## src/rtl/score_arbiter.sv

```systemverilog
// score_arbiter
//   Round-robin arbiter that shares one score accumulator between NUM_LANES
//   lanes. A granted lane has combo-weighted points added to the score and
//   then receives a one-cycle acknowledge. A miss pulse from any lane clears
//   the combo.
//
//   Optional feature macro: SCORE_COMBO_MULT_EN
//     defined   : points = HIT_POINTS * min(1 + (combo >> 2), 4)
//     undefined : points = HIT_POINTS (combo still counted and cleared)
//
// Ports
//   clk    in   system clock
//   reset  in   asynchronous, active-low reset
//   req    in   [NUM_LANES] per-lane hit request, level, held until acked
//   miss   in   [NUM_LANES] per-lane miss pulse
//   ack    out  [NUM_LANES] one-hot, one-cycle acknowledge to the winner
//   score  out  [SCORE_W]   running score, saturating
//   combo  out  [8]         consecutive-hit count, saturating at 255
//   busy   out  high while in ADD or ACK
//
// Timing: when a lane launches req at edge t, the arbiter samples it at t+1
// (-> ADD), updates score/combo at t+2 (-> ACK, ack high t+2..t+3) and is
// back in IDLE at t+3. One hit every three cycles at most.
module score_arbiter #(
    parameter int NUM_LANES  = 4,
    parameter int SCORE_W    = 20,
    parameter int HIT_POINTS = 100
) (
    input  logic                 clk,
    input  logic                 reset,
    input  logic [NUM_LANES-1:0] req,
    input  logic [NUM_LANES-1:0] miss,
    output logic [NUM_LANES-1:0] ack,
    output logic [SCORE_W-1:0]   score,
    output logic [7:0]           combo,
    output logic                 busy
);

    localparam int IDX_W = (NUM_LANES > 1) ? $clog2(NUM_LANES) : 1;
    localparam int PTS_W = $clog2(HIT_POINTS * 4 + 1);
    localparam int SUM_W = ((SCORE_W > PTS_W) ? SCORE_W : PTS_W) + 1;

    typedef enum logic [1:0] {IDLE, ADD, ACK} state_t;

    state_t           state;
    logic [IDX_W-1:0] winner;
    logic [IDX_W-1:0] ptr;      // lane with highest priority on the next grant

    // Round-robin pick: first requester at or after ptr, wrapping.
    logic [IDX_W-1:0] sel;
    logic             found;
    int               idx;

    always_comb begin
        sel   = '0;
        found = 1'b0;
        idx   = 0;
        for (int off = 0; off < NUM_LANES; off++) begin
            idx = (int'(ptr) + off) % NUM_LANES;
            if (!found && req[IDX_W'(idx)]) begin
                sel   = IDX_W'(idx);
                found = 1'b1;
            end
        end
    end

    // Points for the current hit, always from the pre-increment combo.
    logic [PTS_W-1:0] points;

`ifdef SCORE_COMBO_MULT_EN
    logic [2:0] mult;

    always_comb begin
        // combo >= 12 already reaches the x4 ceiling; below that combo[7:4]
        // is zero, so combo[3:2] equals combo >> 2.
        if (combo[7:2] >= 6'd3) mult = 3'd4;
        else                    mult = 3'(combo[3:2]) + 3'd1;
        points = PTS_W'(HIT_POINTS) * PTS_W'(mult);
    end
`else
    always_comb begin
        points = PTS_W'(HIT_POINTS);
    end
`endif

    // Saturating score add: any carry above SCORE_W pins the score at max.
    logic [SUM_W-1:0]   sum;
    logic [SCORE_W-1:0] score_nxt;
    logic [7:0]         combo_inc;

    always_comb begin
        sum       = SUM_W'(score) + SUM_W'(points);
        score_nxt = (|sum[SUM_W-1:SCORE_W]) ? '1 : sum[SCORE_W-1:0];
        combo_inc = (combo == 8'hFF) ? combo : combo + 8'd1;
    end

    always_ff @(posedge clk or negedge reset) begin
        if (!reset) begin
            state  <= IDLE;
            winner <= '0;
            ptr    <= '0;
            score  <= '0;
            combo  <= '0;
            ack    <= '0;
            busy   <= 1'b0;
        end else begin
            case (state)
                IDLE: begin
                    if (|req) begin
                        winner <= sel;
                        ptr    <= (sel == IDX_W'(NUM_LANES - 1)) ? '0 : sel + IDX_W'(1);
                        state  <= ADD;
                        busy   <= 1'b1;
                    end
                end
                ADD: begin
                    score <= score_nxt;
                    combo <= combo_inc;
                    ack   <= {{(NUM_LANES-1){1'b0}}, 1'b1} << winner;
                    state <= ACK;
                end
                ACK: begin
                    ack   <= '0;
                    state <= IDLE;
                    busy  <= 1'b0;
                end
                default: begin
                    ack   <= '0;
                    state <= IDLE;
                    busy  <= 1'b0;
                end
            endcase
            // A miss overrides any combo update on the same edge.
            if (|miss) combo <= '0;
        end
    end

endmodule

```

## config.mk

```make
export PLATFORM = sky130hd
export DESIGN_NAME = score_arbiter
export DESIGN_NICKNAME = d
export VERILOG_FILES = /design/src/rtl/score_arbiter.sv
export SDC_FILE = /design/constraint.sdc
export NUM_CORES = 1
export LEC_CHECK = 0
export ABC_CLOCK_PERIOD_IN_PS = 2320
export BUFFER_PORTS_ARGS = -buffer_cell sky130_fd_sc_hd__buf_2
export CAP_MARGIN = 40
export CELL_PAD_IN_SITES_DETAIL_PLACEMENT = 0
export CELL_PAD_IN_SITES_GLOBAL_PLACEMENT = 1
export CORE_MARGIN = 5
export CORE_UTILIZATION = 42
export CTS_BUF_LIST = sky130_fd_sc_hd__clkbuf_8
export CTS_CLUSTER_SIZE = 10
export DETAILED_ROUTE_END_ITERATION = 10
export PLACE_DENSITY_LB_ADDON = 0.1
export SYNTH_ARGS = -nofsm -noshare
export SYNTH_HDL_FRONTEND = slang
export SYNTH_SLANG_ARGS = --single-unit
```

## constraint.sdc

```tcl
create_clock -name clk -period 2.32 [get_ports clk]
set_clock_uncertainty 0.2 [all_clocks]
set_input_delay 0.348 -clock clk [delete_from_list [all_inputs] [get_ports clk]]
set_output_delay 0.348 -clock clk [all_outputs]
set_load 0.01 [all_outputs]
```

==> results of run 1 <==
## repair_timing
action                                  in CTS  in global routing
endpoints found under the hold margin       29                  0
hold buffers                                 1                  0
endpoints found under the setup margin       0                  0
## sequential cells by signal, summed over array words and instances (netlist names)
name	cells
score	19
combo	8
ack	4
ptr	2
state	2
winner	2
busy	1
## layout by cell type (no fill, tap or decap), types with 2 or more instances in the layout
cell type and count:
a211oi_1 4, a21oi_1 12, a31oi_1 5, and3_1 2, buf_2 42, buf_4 6
clkbuf_8 8, dfrtp_1 38, ha_1 3, inv_1 11, mux2_2 4, mux2i_1 2
nand2_1 14, nand2b_1 7, nand3_1 9, nand3b_1 3, nand4_1 5, nor2_1 19
nor3_1 4, nor4_1 5, o211ai_1 3, o21ai_0 4, o31ai_1 3, or3_1 3
or4_1 2, xnor2_1 9, xor2_1 4
## worst max-delay path, delay by kind of cell, from the launching register on
| family | cells | cell delay, ns |
|---|---|---|
| AOI/OAI and AO/OA | 1 | 0.48 |
| adders and majority gates | 1 | 0.27 |
| DFF | 1 | 0.44 |
| muxes | 1 | 0.33 |
| and+or+nand+nor | 2 | 0.26 |
## power by group through the flow
stage	registers (mW)	logic (mW)	clock network, mW
after detailed placement	1.10	0.989	0
final	1.09	0.976	0.528
after floorplan	1.13	0.602	0
after global routing	1.13	1.10	0.577
after CTS	1.09	0.998	0.550
after global placement	1.08	0.962	0
## cells by family after synthesis
logic type | Yosys count | synth area share (%)
buffers and inverters | 17 | 4.11
adder cells (fa/ha/maj) | 3 | 1.96
AO/OA/AOI/OAI | 36 | 11.9
multiplexers | 6 | 3.39
XOR/XNOR | 13 | 5.94
AND/OR/NAND/NOR | 80 | 23.0
flip-flops | 38 | 49.6
## routing by layer
layer | track usage [%] | vias to the layer above | wire length (um)
li1 | - | 796 | -
met1 | 19.3 | 760 | 1880
met2 | 23.7 | 44 | 2000
met3 | 4.05 | 6 | 259
met4 | 4.81 | 0 | 41
met5 | 0 | - | 0
## worst paths after layout
check | startpoint | to | slack (ns) | cells after the start
setup / recovery | score[2] | score[18] | 0.23 | 5
hold / removal | score[0] | score[0] | 0.28 | 1
setup reg to reg | score[2] | score[18] | 0.23 | 5
hold reg to reg | score[0] | score[0] | 0.28 | 1
max in group asynchronous | reset | combo[2] | 0.89 | 2
min in group asynchronous | reset | ptr[0] | 0.50 | 2
## layout make-up
type | instances | area [sq um] | share of cell area, %
inverters | 12 | 45.0 | 1.94
clock buffers | 8 | 110 | 4.74
well taps | 52 | 65.1 | 2.80
multi-input cells | 138 | 887 | 38.2
flip-flops and latches | 38 | 951 | 40.9
repair buffers | 49 | 265 | 11.4
==> results.py, run 1 <==
metrics = {
    "placement": {
        "pre_cts_ws_ns": 0.234,
        "placed_area_sq_mm": 0.00220,
        "detailed_place_hpwl_um": 3110,
        "io_buffer_count": 42,
        "routabilityCongestion": 0.873,
        "dp.cells": 288,
    },
    "sta": {
        "layout_setup_ws_ns": 0.231,
        "fin_crit_sh_pct": 90.0,
        "slew_viol_final": 0,
        "hold_viol": 0,
        "rsz0062_at_grt": "no",
        "setup_tns_ns": 0,
        "tightest_slew_ns": 0.842,
        "period_needed_ns": 2.09,
        "fmax_mhz": 479,
        "relSlewSlack_pct": 43.8,
        "timing.hold.ws_ns": 0.279,
        "setup-violations-final": 0,
    },
    "grt": {
        "antenna_found_initial": 0,
        "grt_max_degree": 39,
        "grt_pass1_vias": 1629,
        "grt_overflow": 0,
        "grt_pass1_wl_um": 7440,
        "grt_use_total_pct": 14.7,
    },
    "floorplan": {
        "rows": 24,
        "die_h_um": 77.6,
        "core_region_area_sq_mm": 0.00438,
        "initial_core_util_pct": 43.7,
        "die_area_sq_mm": 0.00601,
        "die_x_um": 77.6,
        "design.portCount": 43,
    },
    "power": {
        "p_leak_nw": 1.10,
        "seqPwrFrac_pct": 41.9,
        "power_density_mw_per_mm2": 1120,
        "vdd_ir_drop_max_v": 0.000709,
        "switchingPower_mw": 0.987,
        "clkPwrFrac_pct": 20.4,
        "combPwrFrac_pct": 37.7,
        "internal_power_mw": 1.60,
        "power_mw": 2.59,
        "swShare_pct": 38.1,
    },
    "hold_path": {
        "hold_path.class": "reg -> reg",
    },
    "flow_run": {
        "maxCapViolCount": 0,
    },
    "synthesis": {
        "async_reset_ff_share_pct": 100,
        "netlist_instances": 193,
        "synth_edf_count": 0,
        "synth_area_sq_mm": 0.00192,
        "syn_avg_cell_area_sq_um": 9.93,
        "netlist_top_cells_area": "dfrtp_1 50%, xnor2_1 4.1%, nor2_1 3.7%, a21oi_1 3.1%, nand2_1 2.7%",
        "synth-main-ff-cell": "dfrtp_1",
        "synth.most_common_cell": "dfrtp_1",
        "seq_area_frac_synth_pct": 49.6,
        "synth_top_area_share_pct": 49.6,
        "ys_warn_count": 0,
        "syn_nets": 206,
        "yosys.area.top_type": "dfrtp_1",
        "synthTopCellsByCount": "38 x dfrtp_1, 19 x nor2_1, 14 x nand2_1, 12 x a21oi_1, 11 x inv_1",
        "ys_types": 42,
        "synth-seq-cells": 38,
    },
    "detailed_routing": {
        "wire_per_inst_um": 14.1,
        "vias": 1606,
        "drc": 0,
        "dr.first_iter.drc_count": 112,
        "firstDrtPassIters": 4,
        "wirelength_um": 4190,
        "via_per_inst": 5.41,
        "ant_nets": 0,
    },
    "critical_path": {
        "slowest_stage": "a211oi_1",
        "path_cells": "ha_1 > a211oi_1 > nor4_4 > nand4_1 > mux2_2",
        "worstPathArrival_ns": 2.06,
        "crit_required_ns": 2.29,
        "max_stage_delay_ns": 0.48,
        "worstPathMaxFanout": 8,
        "crit_type": "reg -> reg",
        "worstSetupStartpointType": "register",
        "cp-end-kind": "register",
    },
    "finish": {
        "finalNonFillerCells": 297,
        "drive_gt1_share_pct": 26.1,
        "diodes": 0,
        "area_delta_synth_final_pct": 21.2,
        "final_area_sq_mm": 0.00232,
        "layout.nets": 257,
        "postLayoutCoreUtil_pct": 53.0,
        "fillerInstances": 420,
    },
    "cts": {
        "cts_root_buf": "clkbuf_8",
        "cts_tree": "yes",
        "cts_resized": 0,
        "clkSlewWorstSetupHoldPaths_ns": 0.07,
        "clock-sinks": 38,
        "cts_setup_buffers": 0,
        "worstSkewPairLatency_ns": 0.29,
        "cts_buffers": 5,
        "h-tree-depth": 2,
        "cts.path.max_buffers": 2,
    },
    "status": {
        "status": "completed",
    },
}
Power figures use the tool's default switching activity.
==> inputs of run 2 (changes only) <==
--- a/config.mk
+++ b/config.mk
@@ -11,8 +11,7 @@
 export CELL_PAD_IN_SITES_DETAIL_PLACEMENT = 0
 export CELL_PAD_IN_SITES_GLOBAL_PLACEMENT = 1
 export CORE_MARGIN = 5
-export CORE_UTILIZATION = 42
-export CTS_BUF_LIST = sky130_fd_sc_hd__clkbuf_8
+export CORE_UTILIZATION = 41
 export CTS_CLUSTER_SIZE = 10
 export DETAILED_ROUTE_END_ITERATION = 10
 export PLACE_DENSITY_LB_ADDON = 0.1
==> results.py, run 2 (synthesized netlist as in run 1, its figures left out) <==
metrics = {
    "sta": {
        "setup-violations-final": 0,
        "fin_crit_sh_pct": 93.1,
        "fmax_mhz": 463,
        "period_needed_ns": 2.16,
        "tightest_slew_ns": 0.504,
        "rsz0062_at_grt": "no",
        "setup_tns_ns": 0,
        "hold_viol": 0,
        "relSlewSlack_pct": 66.2,
        "slew_viol_final": 0,
    },
    "grt": {
        "grt_pass1_vias": 1581,
        "grt_use_total_pct": 15.6,
        "grt_overflow": 0,
        "grt_max_degree": 39,
        "antenna_found_initial": 0,
        "grt_pass1_wl_um": 7610,
    },
    "finish": {
        "top_register": "score",
        "diodes": 0,
        "multi_input_area_sq_um": 887,
        "fillerInstances": 424,
        "final_common_cell": "buf_2",
        "mostFrequentLayoutCells": "42 x buf_2, 38 x dfrtp_1, 19 x nor2_1, 14 x nand2_1, 12 x a21oi_1",
        "reg_top3": "score x19, combo x8, ack x4",
        "largest_reg_flops": 19,
        "layout.nets": 257,
        "regArea_sq_um": 951,
        "area_delta_synth_final_pct": 20.9,
        "drive_gt1_share_pct": 25.7,
    },
    "detailed_routing": {
        "wire_per_inst_um": 14.8,
        "vias": 1630,
        "firstDrtPassIters": 4,
        "dr.first_iter.drc_count": 77,
        "via_per_inst": 5.49,
        "ant_nets": 0,
        "drc": 0,
        "wirelength_um": 4380,
    },
    "cts": {
        "cts.path.max_buffers": 2,
        "clkSlewWorstSetupHoldPaths_ns": 0.07,
        "cts_buffers": 5,
        "h-tree-depth": 2,
        "clock-sinks": 38,
        "worstSkewPairLatency_ns": 0.29,
        "cts_resized": 0,
        "cts_tree": "yes",
        "cts_setup_buffers": 0,
        "cts_root_buf": "clkbuf_8",
    },
    "floorplan": {
        "initial_core_util_pct": 43.1,
        "core_region_area_sq_mm": 0.00444,
        "die_area_sq_mm": 0.00614,
        "die_h_um": 78.4,
        "rows": 24,
        "die_x_um": 78.4,
        "design.portCount": 43,
    },
    "critical_path": {
        "crit_required_ns": 2.26,
        "crit_type": "reg -> reg",
        "worstPathMaxFanout": 12,
        "worstPathArrival_ns": 2.11,
        "worstSetupStartpointType": "register",
        "cp-end-kind": "register",
        "r2r_setup_slack_ns": 0.16,
    },
    "hold_path": {
        "hold_path.class": "in -> async",
    },
    "status": {
        "status": "completed",
    },
    "placement": {
        "routabilityCongestion": 0.806,
        "io_buffer_count": 42,
        "detailed_place_hpwl_um": 3290,
    },
    "flow_run": {
        "maxCapViolCount": 0,
    },
    "power": {
        "vdd_ir_drop_max_v": 0.000544,
        "power_density_mw_per_mm2": 1100,
        "p_leak_nw": 1.10,
        "power_mw": 2.55,
    },
}
## run 2: changes by cell type in the layout (fill, tap and decap cells not counted)
cell      previous run  this run
buf_12               0         1
buf_4                6         5
clkbuf_1             0         1
clkbuf_8             8         6
clkinv_2             0         1
## run 2: cell type report
| class | instances | area share, % |
|---|---|---|
| clock inverter | 1 | 0.216 |
| clock buffer | 7 | 3.73 |
| timing repair buffer | 49 | 12.0 |
| inverter | 12 | 1.94 |
| tap | 52 | 2.81 |
| multi-input combinational | 138 | 38.3 |
| sequential | 38 | 41.0 |
## run 2: critical path, stage by stage (launching register included)
cell,delay (ns)
dfrtp_1,0.44
ha_1,0.27
a211oi_1,0.49
nor4_4,0.13
nand2_1,0.34
o21ai_0,0.16
## run 2: layer usage
| metal | GRT usage (%) | vias to the layer above | routed length (um) |
|---|---|---|---|
| met1 | 20.5 | 790 | 2030 |
| met5 | 0 | - | 0 |
| met2 | 24.9 | 34 | 2090 |
| met3 | 3.89 | 6 | 201 |
| li1 | - | 800 | - |
| met4 | 5.94 | 0 | 65 |
## run 2: what timing repair did
action	in CTS	in global routing
hold endpoints to repair	16	0
hold buffers	1	0
endpoints found under the setup margin	0	0
## run 2: path summary, 6_finish.rpt
kind                          start         to  cells past startpoint
setup / recovery           score[2]  score[16]                      5
hold / removal                reset     ptr[0]                      2
setup reg to reg           score[2]  score[16]                      5
hold reg to reg            score[0]   score[0]                      1
max in group asynchronous     reset  score[17]                      3
min in group clk           score[0]   score[0]                      1
## run 2: through the flow
stage	std cells	setup slack [ns]	area, sq um	utilization, %	hold slack [ns]
2_1_floorplan	193	0.281	1920	-	-0.148
3_3_place_gp	287	0.278	2200	49.4	0.264
3_5_place_dp	287	0.191	2200	49.4	0.273
4_1_cts	296	0.175	2300	51.7	0.284
5_1_grt	297	0.00529	2320	52.1	0.316
6_report	297	0.159	2320	52.1	0.282
## run 2: power breakdown
part           internal, mW  total (mW)  switching (mW)
logic                 0.447       0.983           0.536
clock network         0.240       0.472           0.232
registers             0.860        1.09           0.234
==> inputs of run 3 (changes only) <==
--- a/config.mk
+++ b/config.mk
@@ -5,13 +5,15 @@
 export SDC_FILE = /design/constraint.sdc
 export NUM_CORES = 1
 export LEC_CHECK = 0
+export ABC_AREA = 1
 export ABC_CLOCK_PERIOD_IN_PS = 2320
 export BUFFER_PORTS_ARGS = -buffer_cell sky130_fd_sc_hd__buf_2
 export CAP_MARGIN = 40
 export CELL_PAD_IN_SITES_DETAIL_PLACEMENT = 0
 export CELL_PAD_IN_SITES_GLOBAL_PLACEMENT = 1
-export CORE_MARGIN = 5
-export CORE_UTILIZATION = 41
+export CORE_ASPECT_RATIO = 0.8
+export CORE_MARGIN = 1.5
+export CORE_UTILIZATION = 40
 export CTS_CLUSTER_SIZE = 10
 export DETAILED_ROUTE_END_ITERATION = 10
 export PLACE_DENSITY_LB_ADDON = 0.1
==> results.py, run 3 <==
metrics = {
    "floorplan": {
        "core_region_area_sq_mm": 0.00506,
        "design.portCount": 43,
        "die_x_um": 84.6,
        "rows": 23,
        "die_h_um": 68.3,
        "initial_core_util_pct": 42.1,
        "die_area_sq_mm": 0.00578,
    },
    "power": {
        "p_leak_nw": 1.35,
        "internal_power_mw": 1.52,
        "combPwrFrac_pct": 46.1,
        "vdd_ir_drop_max_v": 0.000527,
        "switchingPower_mw": 1.20,
        "swShare_pct": 44.1,
        "power_density_mw_per_mm2": 1090,
        "clkPwrFrac_pct": 16.0,
        "seqPwrFrac_pct": 37.9,
        "power_mw": 2.72,
    },
    "critical_path": {
        "worstSetupStartpointType": "register",
        "cp_common_cell": "nand2_1",
        "crit_family": "simple AND/OR/NAND/NOR gates",
        "worstPathArrival_ns": 1.96,
        "crit_required_ns": 2.28,
        "slowest_stage": "dfrtp_1",
        "worstPathMaxFanout": 9,
        "max_stage_delay_ns": 0.56,
        "path_buf_inv": 1,
        "crit_type": "reg -> reg",
        "path_cells": "inv_6 > nand2_1 > nand2_1 > nand2_2 > nand2_4 > nor2_4 > nand2_1 > nand2_2 > nand2_2 > ha_1 > nand2_1 > o21ai_0",
        "r2r_setup_slack_ns": 0.32,
        "cp-end-kind": "register",
    },
    "flow_run": {
        "maxCapViolCount": 0,
    },
    "sta": {
        "fin_crit_sh_pct": 86.0,
        "relSlewSlack_pct": 67.9,
        "hold_viol": 0,
        "fmax_mhz": 501,
        "setup_tns_ns": 0,
        "period_needed_ns": 2.00,
        "rsz0062_at_grt": "no",
        "tightest_slew_ns": 0.481,
        "layout_setup_ws_ns": 0.325,
        "slew_viol_final": 0,
        "setup-violations-final": 0,
    },
    "finish": {
        "area_delta_synth_final_pct": 16.7,
        "finalNonFillerCells": 380,
        "reg_top3": "score x19, combo x8, ack x4",
        "diodes": 0,
        "largest_reg_flops": 19,
        "mostFrequentLayoutCells": "64 x nand2_1, 42 x buf_2, 38 x dfrtp_1, 35 x inv_1, 20 x nand3_1",
        "layout.nets": 331,
        "top_register": "score",
        "final_common_cell": "nand2_1",
        "drive_gt1_share_pct": 27.4,
    },
    "grt": {
        "grt_pass1_vias": 1575,
        "antenna_found_initial": 0,
        "grt_pass1_wl_um": 7280,
        "grt_overflow": 0,
        "grt_max_degree": 39,
        "grt_use_total_pct": 15.9,
    },
    "cts": {
        "cts_root_buf": "clkbuf_8",
        "cts_buffers": 5,
        "h-tree-depth": 2,
        "worstSkewPairLatency_ns": 0.29,
        "clkSlewWorstSetupHoldPaths_ns": 0.07,
        "ctsHoldBuffers": 1,
        "clock-sinks": 38,
        "cts_setup_buffers": 0,
        "cts_tree": "yes",
        "cts_resized": 0,
        "cts.path.max_buffers": 2,
    },
    "placement": {
        "dp.cells": 372,
        "pre_cts_ws_ns": 0.332,
        "detailed_place_hpwl_um": 3200,
        "routabilityCongestion": 0.756,
        "io_buffer_count": 42,
    },
    "synthesis": {
        "ys_warn_count": 0,
        "yosys.area.top_type": "dfrtp_1",
        "synth_top_area_share_pct": 44.6,
        "synth-main-ff-cell": "dfrtp_1",
        "syn_nets": 283,
        "synth-seq-cells": 38,
        "synthTopCellsByCount": "64 x nand2_1, 38 x dfrtp_1, 35 x inv_1, 20 x nand3_1, 19 x nor2_1",
        "synth_edf_count": 0,
        "netlist_top_cells_area": "dfrtp_1 45%, nand2_1 11%, inv_1 6.2%, nand2_2 4.7%, nand3_1 4.7%",
        "syn_avg_cell_area_sq_um": 7.90,
        "synth.most_common_cell": "nand2_1",
        "async_reset_ff_share_pct": 100,
        "seq_area_frac_synth_pct": 44.6,
        "ys_types": 33,
        "netlist_instances": 270,
        "synth_area_sq_mm": 0.00213,
    },
    "detailed_routing": {
        "wl_met2_um": 1730,
        "dr_wl_met3_um": 232,
        "firstDrtPassIters": 4,
        "wirelength_met1_um": 2380,
        "dr.first_iter.drc_count": 106,
        "via_per_inst": 4.90,
        "ant_nets": 0,
        "routed.top_layer": "met4",
        "wire_per_inst_um": 11.6,
        "vias": 1862,
        "drc": 0,
        "wirelength_um": 4400,
    },
    "status": {
        "status": "completed",
    },
    "hold_path": {
        "hold_path.class": "in -> reg",
    },
}
==> run 3: cell families after synthesis <==
logic type,synth area share (%)
DFF,44.6
buffers and inverters,9.10
xor gates and xnor gates,0.822
adders and majority gates,1.76
AOI/OAI and AO/OA,9.21
and+or+nand+nor,34.5
==> run 3: path summary, 6_finish.rpt <==
check,startpoint,end,cells after the start
max in group asynchronous,reset,ack[2],3
max reg2reg,ptr[0],ptr[1],12
min,miss[0],combo[4],4
min in group asynchronous,reset,combo[1],3
min reg2reg,ack[2],ack[2],1
max,ptr[0],ptr[1],12
==> run 3: cell type report <==
| type | instances | area [sq um] |
|---|---|---|
| Clock inverter | 2 | 10.0 |
| Timing Repair Buffer | 45 | 235 |
| Inverter | 41 | 159 |
| Sequential cell | 38 | 951 |
| Tap cell | 62 | 77.6 |
| Multi-Input combinational cell | 187 | 987 |
| Clock buffer | 5 | 68.8 |
| Fill cell | 498 | 2580 |
==> run 3: per-layer routing <==
metal	up-vias	global-route usage, %
li1	964	-
met4	0	4.84
met1	838	23.4
met2	53	23.0
met5	-	0
met3	7	4.10
==> run 3: worst min-delay path, cell delays in order <==
cell and delay, ns:
buf_2 0.07, nor2_1 0.03, nand2_1 0.08, nor3b_1 0.06
==> run 3: power groups by stage <==
stage                     Sequential, mW  Combinational [mW]  Clock (mW)
final                               1.03                1.25       0.436
after detailed placement            1.04                1.25           0
after CTS                           1.03                1.26       0.452
after global placement              1.05                1.27           0
after global routing                1.06                1.42       0.471
after floorplan                     1.05               0.921           0
==> run 3: metrics by stage <==
stage | area (sq um) | hold WS (ns) | util [%]
finish | 2490 | 0.147 | 49.1
global route | 2490 | 0.190 | 49.1
CTS | 2490 | 0.147 | 49.1
detailed placement | 2400 | 0.235 | 47.4
global placement | 2400 | 0.237 | 47.4
floorplan | 2130 | -0.148 | -
